--- src/rtl/fetch_stage.sv ---
// rtl/fetch_stage.sv - instruction fetch stage with IF/ID register, stall/redirect/halt control and counters
module fetch_stage #(
  parameter logic [31:0] RESET_PC  = 32'h0000_0000,
  parameter int          IMEM_AW   = 10,
  parameter logic [31:0] NOP_INSTR = 32'h0000_0013
) (
  input  logic               clk,
  input  logic               rst_n,
  input  logic               stall,
  input  logic               redirect,
  input  logic [31:0]        redirect_pc,
  input  logic               halt,
  output logic [IMEM_AW-1:0] imem_addr,
  input  logic [31:0]        imem_rdata,
  output logic [31:0]        pc,
  output logic               if_id_valid,
  output logic [31:0]        if_id_instr,
  output logic [31:0]        if_id_pc,
  output logic [31:0]        if_id_pc4,
  output logic [6:0]         funct7,
  output logic [2:0]         funct3,
  output logic [4:0]         op_code,
  output logic [4:0]         rs1,
  output logic [4:0]         rs2,
  output logic [4:0]         rd,
  output logic               halted,
  output logic [31:0]        cycle_count,
  output logic [31:0]        fetch_count
);

  assign imem_addr = pc[IMEM_AW+1:2];

  assign if_id_pc4 = if_id_pc + 32'd4;
  assign funct7    = if_id_instr[31:25];
  assign funct3    = if_id_instr[14:12];
  assign op_code   = if_id_instr[6:2];
  assign rs1       = if_id_instr[19:15];
  assign rs2       = if_id_instr[24:20];
  assign rd        = if_id_instr[11:7];

  // if_id_pc is left untouched on bubbles so it does not toggle needlessly
  always_ff @(posedge clk) begin
    if (!rst_n) begin
      pc          <= RESET_PC;
      if_id_instr <= NOP_INSTR;
      if_id_valid <= 1'b0;
      if_id_pc    <= 32'd0;
      halted      <= 1'b0;
      cycle_count <= 32'd0;
      fetch_count <= 32'd0;
    end else if (!halted) begin
      cycle_count <= cycle_count + 32'd1;
      if (halt) begin
        halted      <= 1'b1;
        if_id_instr <= NOP_INSTR;
        if_id_valid <= 1'b0;
      end else if (redirect) begin
        pc          <= {redirect_pc[31:2], 2'b00};
        if_id_instr <= NOP_INSTR;
        if_id_valid <= 1'b0;
      end else if (!stall) begin
        if_id_instr <= imem_rdata;
        if_id_pc    <= pc;
        if_id_valid <= 1'b1;
        pc          <= pc + 32'd4;
        fetch_count <= fetch_count + 32'd1;
      end
    end
  end

endmodule

--- config.mk ---
export PLATFORM = sky130hd
export DESIGN_NAME = fetch_stage
export DESIGN_NICKNAME = d
export VERILOG_FILES = /design/src/rtl/fetch_stage.sv
export SDC_FILE = /design/constraint.sdc
export NUM_CORES = 1
export LEC_CHECK = 0
export CAP_MARGIN = 20
export CORE_AREA = 3 3 147 149
export DETAILED_ROUTE_END_ITERATION = 16
export DIE_AREA = 0 0 150 152
export PLACE_DENSITY = 0.71
export SLEW_MARGIN = 0
export SYNTH_ARGS = -nofsm -noshare
export SYNTH_HDL_FRONTEND = slang
export SYNTH_SLANG_ARGS = --single-unit
--- constraint.sdc ---
create_clock -name clk -period 2.5 [get_ports clk]
set_input_delay 0.5 -clock clk [delete_from_list [all_inputs] [get_ports clk]]
set_output_delay 0.5 -clock clk [all_outputs]
set_load 0.05 [all_outputs]
==> flow_summary.html, run 1 <==
<table>
<tr><th>Metric</th><th>Value</th></tr>
<tr><th colspan="2">Run status</th></tr>
<tr><td>Outcome</td><td>finished with violations</td></tr>
<tr><td>Violated checks</td><td>negative setup slack</td></tr>
<tr><th colspan="2">STA</th></tr>
<tr><td>Least-Margin Pin Slew</td><td>0.7320 ns</td></tr>
<tr><td>Hold Violations, Final</td><td>0</td></tr>
<tr><td>F_max</td><td>359.0 MHz</td></tr>
<tr><td>Max-slew violation count</td><td>0</td></tr>
<tr><td>Final worst path period need</td><td>2.786 ns</td></tr>
<tr><td>Final worst-path cycle share</td><td>1.114</td></tr>
<tr><td>Post-route clock skew</td><td>0.01074 ns</td></tr>
<tr><td>Unrepaired setup endpoints after global routing</td><td>yes</td></tr>
<tr><td>Max-Slew Margin vs Limit</td><td>0.5120</td></tr>
<tr><td>Setup ws final</td><td>-0.2855 ns</td></tr>
<tr><td>Total of endpoints with negative setup slack in the final report</td><td>17</td></tr>
<tr><td>Setup total negative slack</td><td>-2.359 ns</td></tr>
<tr><th colspan="2">Logic synthesis</th></tr>
<tr><td>Cell taking the most area after synthesis</td><td>dfxtp_1</td></tr>
<tr><td>Netlist area before placement</td><td>7754 µm²</td></tr>
<tr><td>Library cells used by synthesis</td><td>47</td></tr>
<tr><td>Mean post-synth cell area</td><td>8.077 µm²</td></tr>
<tr><td>Fraction of registers with async set/reset</td><td>0</td></tr>
<tr><td>Area contributors post-synth</td><td>dfxtp_1 41%, xnor2_1 5.5%, nand2_1 5.5%</td></tr>
<tr><td>Cells after synthesis</td><td>960</td></tr>
<tr><td>Post-synth top area share</td><td>0.4079</td></tr>
<tr><td>Sequential area share after synthesis</td><td>0.4079</td></tr>
<tr><td>Dominant synthesized flop cell</td><td>dfxtp_1</td></tr>
<tr><td>Flip-flop and latch count after synthesis</td><td>158</td></tr>
<tr><td>Warnings from Yosys</td><td>0</td></tr>
<tr><td>Count of flip-flops with a built-in enable after synthesis</td><td>0</td></tr>
<tr><th colspan="2">Worst hold path</th></tr>
<tr><td>Cell depth of the worst min-delay path</td><td>2</td></tr>
<tr><td>Hold Startpoint</td><td>if_id_instr[0]</td></tr>
<tr><td>Worst min-delay path endpoint</td><td>if_id_instr[0]</td></tr>
<tr><td>Worst min-delay path category</td><td>flip-flop to flip-flop</td></tr>
<tr><th colspan="2">Worst setup path</th></tr>
<tr><td>R2R Setup Slk</td><td>0.29 ns</td></tr>
<tr><td>Top fanout value on the critical path</td><td>3</td></tr>
<tr><td>Startpoint class of the critical path</td><td>flip-flop</td></tr>
<tr><td>Kind of end point of the critical path</td><td>output pin</td></tr>
<tr><td>CP Class</td><td>flip-flop to output pin</td></tr>
<tr><td>Worst path required time</td><td>2.00 ns</td></tr>
<tr><td>Data arrival time of the critical path</td><td>2.29 ns</td></tr>
<tr><td>End of the worst register-to-register path</td><td>fetch_count[23]</td></tr>
<tr><td>FF-to-FF path depth</td><td>6</td></tr>
<tr><td>Critical R2R Launch</td><td>halted</td></tr>
<tr><th colspan="2">GRT</th></tr>
<tr><td>Vias in the first global route</td><td>7973</td></tr>
<tr><td>Number of antenna violations at the first check in global routing</td><td>0</td></tr>
<tr><td>Maximum number of pins on one net before global-route repair</td><td>67</td></tr>
<tr><td>Global-route wire length before repair</td><td>42.60 mm</td></tr>
<tr><td>Global router's overall resource usage</td><td>0.2301</td></tr>
<tr><td>Total congestion overflow after global routing</td><td>0</td></tr>
<tr><th colspan="2">Cells and area</th></tr>
<tr><td>Most frequent cells in the layout</td><td>264 x clkdlybuf4s50_1, 138 x dfxtp_1, 111 x nand2_1</td></tr>
<tr><td>Area added between synthesis and finish</td><td>61.24%</td></tr>
<tr><td>Commonest non-fill, non-tap cell in the layout</td><td>clkdlybuf4s50_1</td></tr>
<tr><td>Fin nets</td><td>1321</td></tr>
<tr><td>Ratio of cells with drive above 1 in the final layout</td><td>0.1673</td></tr>
<tr><td>ANT cells</td><td>0</td></tr>
<tr><th colspan="2">Power and ir drop</th></tr>
<tr><td>Leak Pwr</td><td>4.448 nW</td></tr>
<tr><td>Largest voltage drop on the vdd net</td><td>0.4296 mV</td></tr>
<tr><td>Total power divided by cell area</td><td>506.7 nW/µm²</td></tr>
<tr><td>Overall power</td><td>6.335 mW</td></tr>
<tr><th colspan="2">Drt</th></tr>
<tr><td>Remaining number of nets flagged by the antenna check after routing</td><td>0</td></tr>
<tr><td>Initial detailed-routing violation count</td><td>438</td></tr>
<tr><td>DRC violations left</td><td>0</td></tr>
<tr><td>Via-to-Cell Ratio</td><td>5.266</td></tr>
<tr><td>Total wire length</td><td>26.90 mm</td></tr>
<tr><td>Routed vias</td><td>8063</td></tr>
<tr><td>First-pass DRT Iterations</td><td>5</td></tr>
<tr><td>Post-DR wirelength/cell</td><td>17.57 µm</td></tr>
<tr><th colspan="2">Clocking</th></tr>
<tr><td>Buffer type at the clock tree root</td><td>clkbuf_16</td></tr>
<tr><td>Later-pin clock latency in the skew report</td><td>0.42 ns</td></tr>
<tr><td>Clock input transition at the sequential cells of the worst setup and hold paths</td><td>0.06 ns</td></tr>
<tr><td>Max clock buf depth</td><td>2</td></tr>
<tr><td>CTS HTree Levels</td><td>4</td></tr>
<tr><td>TritonCTS clock tree</td><td>done</td></tr>
<tr><td>Post-CTS Hold Buffers</td><td>0</td></tr>
<tr><td>Clock buffers created by TritonCTS</td><td>17</td></tr>
<tr><td>Number of clock sinks</td><td>158</td></tr>
<tr><th colspan="2">Floorplan</th></tr>
<tr><td>Starting density of the core</td><td>0.3820</td></tr>
<tr><td>Count of pins on the block boundary</td><td>303</td></tr>
<tr><td>Die X</td><td>150 µm</td></tr>
<tr><td>Die boundary height</td><td>152 µm</td></tr>
<tr><td>Number of placement rows</td><td>52</td></tr>
<tr><td>Placeable core area</td><td>20300 µm²</td></tr>
<tr><td>Die outline area</td><td>22800 µm²</td></tr>
<tr><th colspan="2">Run</th></tr>
<tr><td>Max_cap viols</td><td>0</td></tr>
<tr><th colspan="2">Placed design</th></tr>
<tr><td>Dpl hpwl</td><td>19.50 mm</td></tr>
<tr><td>Quantity of I/O buffers inserted on ports</td><td>294</td></tr>
<tr><td>Final weighted congestion in routability-driven placement</td><td>0.8781</td></tr>
</table>
flip-flops by register name, summed over array words and instances, names as in the netlist:
name and flops:
cycle_count 32, if_id_pc 30, fetch_count 32, halted 1
pc 30, if_id_instr 32, if_id_valid 1
layout make-up:
| class | count | area, µm² |
|---|---|---|
| repair buffers | 369 | 3807 |
| inverters | 15 | 58.81 |
| clock inverters | 15 | 226.5 |
| flip-flops and latches | 158 | 3213 |
| multi-input cells | 687 | 4433 |
| clock buffers | 17 | 425.4 |
| well taps | 270 | 337.8 |
| fillers | 1785 | 7797 |
worst max-delay path by stage:
stage,from,to,depth (start not counted)
floorplan,if_id_pc[2],if_id_pc4[28],7
global placement,halt,fetch_count[10],8
detailed placement,halt,fetch_count[23],7
CTS,if_id_pc[3],if_id_pc4[28],7
global route,if_id_pc[2],if_id_pc4[26],8
finish,if_id_pc[2],if_id_pc4[28],7
cell families after synthesis:
family | count (synthesis) | synth area share
simple gates | 423 | 0.2724
compound gates | 170 | 0.1351
flops | 158 | 0.4079
buf+inv | 120 | 0.08133
xor+xnor | 75 | 0.08472
mux | 9 | 0.01162
fa+ha+maj | 4 | 0.006455
other cells | 1 | 0.0004836
through the flow:
step / instance area (µm²) / hold WS [ns] / setup slack [ns] / std cells / utilization
after global routing: 12500 / 0.5094 / -0.3769 / 1531 / 0.6159
after global placement: 11470 / 0.4622 / -0.2187 / 1483 / 0.5651
final: 12500 / 0.4869 / -0.2855 / 1531 / 0.6159
after detailed placement: 11470 / 0.4626 / -0.2823 / 1483 / 0.5651
after CTS: 12320 / 0.4715 / -0.2577 / 1523 / 0.6071
after floorplan: 8030 / 0.5539 / -0.05591 / 965 / -
where the power goes:
group          internal (mW)  switching, mW
Combinational          0.330          0.520
Sequential              2.56         0.0718
Clock                   1.71           1.15
routing by layer:
layer / global-route usage / part of all wire
met1: 0.2910 / 0.43
met2: 0.3918 / 0.49
met3: 0.06464 / 0.065
met4: 0.04749 / 0.0098
met5: 0 / 0
cell usage after synthesis (11+ instances only):
cell type and number:
a31oi_1 11, xnor2_1 49, nand3_1 50, nor3_1 24, and3_1 16, nor2_1 104
inv_1 14, xor2_1 26, dfxtp_1 158, buf_4 47, or3_1 16, clkbuf_1 48
nor4_1 13, a21oi_1 62, nand4_1 27, and4_1 16, a22oi_1 39, nand2_1 114
o21ai_0 32
what timing repair did:
action | 4_1_cts | 5_1_grt
setup endpoints to repair | 23 | 20
setup buffers | 9 | 10
pin swaps | 19 | 22
gates resized for setup | 35 | 19
endpoints found under the hold margin | 0 | 0
critical path, cell delays in order, from the launching register on:
cell	delay, ns
dfxtp_4	0.38
ha_4	0.14
and3_4	0.23
nand4_1	0.17
nor3_4	0.29
nand4_1	0.25
xnor2_4	0.25
buf_12	0.15
Power figures use the tool's default switching activity.
==> inputs of run 2 (changes only) <==
- CTS_BUF_LIST: unset -> sky130_fd_sc_hd__clkbuf_4 sky130_fd_sc_hd__clkbuf_8 sky130_fd_sc_hd__clkbuf_16
- SKIP_CTS_REPAIR_TIMING: unset -> 1
==> flow_summary.html, run 2 (same netlist as run 1, synthesis figures left out) <==
<table>
<tr><th>Metric</th><th>Value</th></tr>
<tr><th colspan="2">Floorplan</th></tr>
<tr><td>Die boundary height</td><td>152 µm (unchanged)</td></tr>
<tr><td>Number of placement rows</td><td>52 (unchanged)</td></tr>
<tr><td>Count of pins on the block boundary</td><td>303 (unchanged)</td></tr>
<tr><td>Die X</td><td>150 µm (unchanged)</td></tr>
<tr><td>Die outline area</td><td>22800 µm² (unchanged)</td></tr>
<tr><td>Placeable core area</td><td>20300 µm² (unchanged)</td></tr>
<tr><td>Starting density of the core</td><td>0.3820 (unchanged)</td></tr>
<tr><th colspan="2">Worst setup path</th></tr>
<tr><td>Cells along the critical path</td><td>ha_4 -&gt; and3_4 -&gt; nand4_1 -&gt; nor3_4 -&gt; nand4_1 -&gt; xnor2_4 -&gt; buf_12</td></tr>
<tr><td>Kind of end point of the critical path</td><td>output pin</td></tr>
<tr><td>Critical path buffer and inverter count</td><td>1 (unchanged)</td></tr>
<tr><td>Critical path's largest stage delay</td><td>0.38 ns (about the same)</td></tr>
<tr><td>CP Class</td><td>flip-flop to output pin</td></tr>
<tr><td>CP max stage cell</td><td>dfxtp_4</td></tr>
<tr><td>Top fanout value on the critical path</td><td>4 (+1)</td></tr>
<tr><td>Startpoint class of the critical path</td><td>flip-flop</td></tr>
<tr><td>Crit path max-delay family</td><td>simple AND/OR/NAND/NOR gates</td></tr>
<tr><td>Worst path required time</td><td>2.00 ns (about the same)</td></tr>
<tr><td>Library cell appearing most often on the critical path</td><td>nand4_1</td></tr>
<tr><td>Data arrival time of the critical path</td><td>2.27 ns (-0.02 ns)</td></tr>
<tr><th colspan="2">Cells and area</th></tr>
<tr><td>Post-Route Utilization</td><td>0.6049 (-0.01097)</td></tr>
<tr><td>ANT cells</td><td>0 (unchanged)</td></tr>
<tr><td>Ratio of cells with drive above 1 in the final layout</td><td>0.1491 (-0.01820)</td></tr>
<tr><td>Fin nets</td><td>1314 (-0.53%)</td></tr>
<tr><td>Area added between synthesis and finish</td><td>58.37%</td></tr>
<tr><td>Commonest non-fill, non-tap cell in the layout</td><td>clkdlybuf4s50_1</td></tr>
<tr><td>Most frequent cells in the layout</td><td>264 x clkdlybuf4s50_1, 138 x dfxtp_1, 113 x nand2_1</td></tr>
<tr><td>Top Registers</td><td>cycle_count x32, fetch_count x32, if_id_instr x32</td></tr>
<tr><th colspan="2">STA</th></tr>
<tr><td>Max-Slew Margin vs Limit</td><td>0.5159 (+0.003918)</td></tr>
<tr><td>Hold Violations, Final</td><td>0 (unchanged)</td></tr>
<tr><td>Total of endpoints with negative setup slack in the final report</td><td>8 (-9)</td></tr>
<tr><td>Post-route clock skew</td><td>0.009854 ns (-0.0008881 ns)</td></tr>
<tr><td>Hold WS</td><td>0.4705 ns (-0.01634 ns)</td></tr>
<tr><td>Unrepaired setup endpoints after global routing</td><td>yes</td></tr>
<tr><td>Final worst path period need</td><td>2.768 ns (-0.01725 ns)</td></tr>
<tr><td>Setup ws final</td><td>-0.2683 ns (+0.01725 ns)</td></tr>
<tr><td>Least-Margin Pin Slew</td><td>0.7261 ns (-0.005877 ns)</td></tr>
<tr><td>F_max</td><td>361.2 MHz (+0.62%)</td></tr>
<tr><td>Final worst-path cycle share</td><td>1.107 (-0.006898)</td></tr>
<tr><td>Max-slew violation count</td><td>0 (unchanged)</td></tr>
<tr><th colspan="2">Drt</th></tr>
<tr><td>First-pass DRT Iterations</td><td>5 (unchanged)</td></tr>
<tr><td>Routed vias</td><td>8055 (-0.099%)</td></tr>
<tr><td>DRC violations left</td><td>0 (unchanged)</td></tr>
<tr><td>Post-DR wirelength/cell</td><td>17.34 µm (-1.3%)</td></tr>
<tr><td>Via-to-Cell Ratio</td><td>5.285 (+0.36%)</td></tr>
<tr><td>Remaining number of nets flagged by the antenna check after routing</td><td>0 (unchanged)</td></tr>
<tr><td>Total wire length</td><td>26.43 mm (-1.8%)</td></tr>
<tr><td>Initial detailed-routing violation count</td><td>431 (-1.6%)</td></tr>
<tr><th colspan="2">Clocking</th></tr>
<tr><td>TritonCTS clock tree</td><td>done</td></tr>
<tr><td>Later-pin clock latency in the skew report</td><td>0.42 ns (about the same)</td></tr>
<tr><td>Number of clock sinks</td><td>158 (unchanged)</td></tr>
<tr><td>Buffer type at the clock tree root</td><td>clkbuf_16</td></tr>
<tr><td>CTS HTree Levels</td><td>4 (unchanged)</td></tr>
<tr><td>Max clock buf depth</td><td>2 (unchanged)</td></tr>
<tr><td>Clock input transition at the sequential cells of the worst setup and hold paths</td><td>0.07 ns (about the same)</td></tr>
<tr><td>Clock buffers created by TritonCTS</td><td>17 (unchanged)</td></tr>
<tr><th colspan="2">GRT</th></tr>
<tr><td>Total congestion overflow after global routing</td><td>0 (unchanged)</td></tr>
<tr><td>Global router's overall resource usage</td><td>0.2267 (-0.003400)</td></tr>
<tr><td>Number of antenna violations at the first check in global routing</td><td>1 (+1)</td></tr>
<tr><td>Vias in the first global route</td><td>7853 (-1.5%)</td></tr>
<tr><td>Global-route wire length before repair</td><td>42.01 mm (-1.4%)</td></tr>
<tr><td>Maximum number of pins on one net before global-route repair</td><td>67 (unchanged)</td></tr>
<tr><th colspan="2">Power and ir drop</th></tr>
<tr><td>Total power divided by cell area</td><td>515.2 nW/µm² (+1.7%)</td></tr>
<tr><td>Largest voltage drop on the vdd net</td><td>0.4294 mV (about the same)</td></tr>
<tr><td>Combinational share of power</td><td>0.134 (about the same)</td></tr>
<tr><td>Relative contribution of sequential cells to total power</td><td>0.415 (about the same)</td></tr>
<tr><td>Internal power component</td><td>4.595 mW (about the same)</td></tr>
<tr><td>Leak Pwr</td><td>4.378 nW (-1.6%)</td></tr>
<tr><td>Switching component of the power</td><td>1.731 mW (-0.41%)</td></tr>
<tr><td>Switching portion of total power</td><td>0.2736 (-0.0007766)</td></tr>
<tr><td>Clock power share</td><td>0.451 (about the same)</td></tr>
<tr><th colspan="2">Run</th></tr>
<tr><td>Max_cap viols</td><td>0 (unchanged)</td></tr>
<tr><th colspan="2">Run status</th></tr>
<tr><td>Violated checks</td><td>negative setup slack</td></tr>
<tr><td>Outcome</td><td>finished with violations</td></tr>
<tr><th colspan="2">Worst hold path</th></tr>
<tr><td>Worst min-delay path category</td><td>flip-flop to flip-flop</td></tr>
<tr><th colspan="2">Placed design</th></tr>
<tr><td>Quantity of I/O buffers inserted on ports</td><td>294 (unchanged)</td></tr>
<tr><td>Dpl hpwl</td><td>19.50 mm (unchanged)</td></tr>
<tr><td>Final weighted congestion in routability-driven placement</td><td>0.8781 (unchanged)</td></tr>
</table>
[run 2: metal layers]
metal	track usage	part of all wire	up-vias
met5	0	0	-
met2	0.3845	0.49	301
met1	0.2891	0.43	3829
met3	0.06196	0.071	23
li1	-	-	3902
met4	0.04662	0.011	0
[run 2: worst paths after layout]
kind	from	end	slack [ns]	cells after the start
setup reg to reg	halted	fetch_count[23]	0.29	6
hold reg to reg	if_id_pc[24]	if_id_pc[24]	0.47	2
setup / recovery	if_id_pc[3]	if_id_pc4[28]	-0.27	7
hold / removal	if_id_pc[24]	if_id_pc[24]	0.47	2
[run 2: area by class of cell]
cell class	count	area, µm²
fillers	1812	8020
multi-input cells	687	4270
repair buffers	362	3747
flip-flops and latches	158	3213
clock buffers	17	425.4
well taps	270	337.8
clock inverters	15	226.5
inverters	15	58.81
[run 2: power groups by stage]
stage	sequential [mW]	clock (mW)	combinational (mW)
after CTS	2.63	2.91	0.848
after global routing	2.63	3.02	0.896
after floorplan	2.83	0	0.348
final	2.63	2.85	0.847
after detailed placement	2.68	0	0.845
after global placement	2.68	0	0.838
[run 2: metrics by stage]
step	area, µm²	power (mW)	setup TNS (ns)	setup slack (ns)	instances
final	12280	6.326	-1.163	-0.2683	1524
after global routing	12280	6.551	-2.266	-0.3886	1524
after CTS	12120	6.383	-4.506	-0.4662	1515
after detailed placement	11470	3.530	-5.205	-0.2823	1483
after global placement	11470	3.521	-4.028	-0.2187	1483
after floorplan	8030	3.182	-0.1093	-0.05591	965
[run 2: tightest hold or removal path, delay by kind of cell (launching register included)]
kind	cells	cell delay, ns
and+or+nand+nor	1	0.05
AOI/OAI and AO/OA	1	0.05
DFF	1	0.32
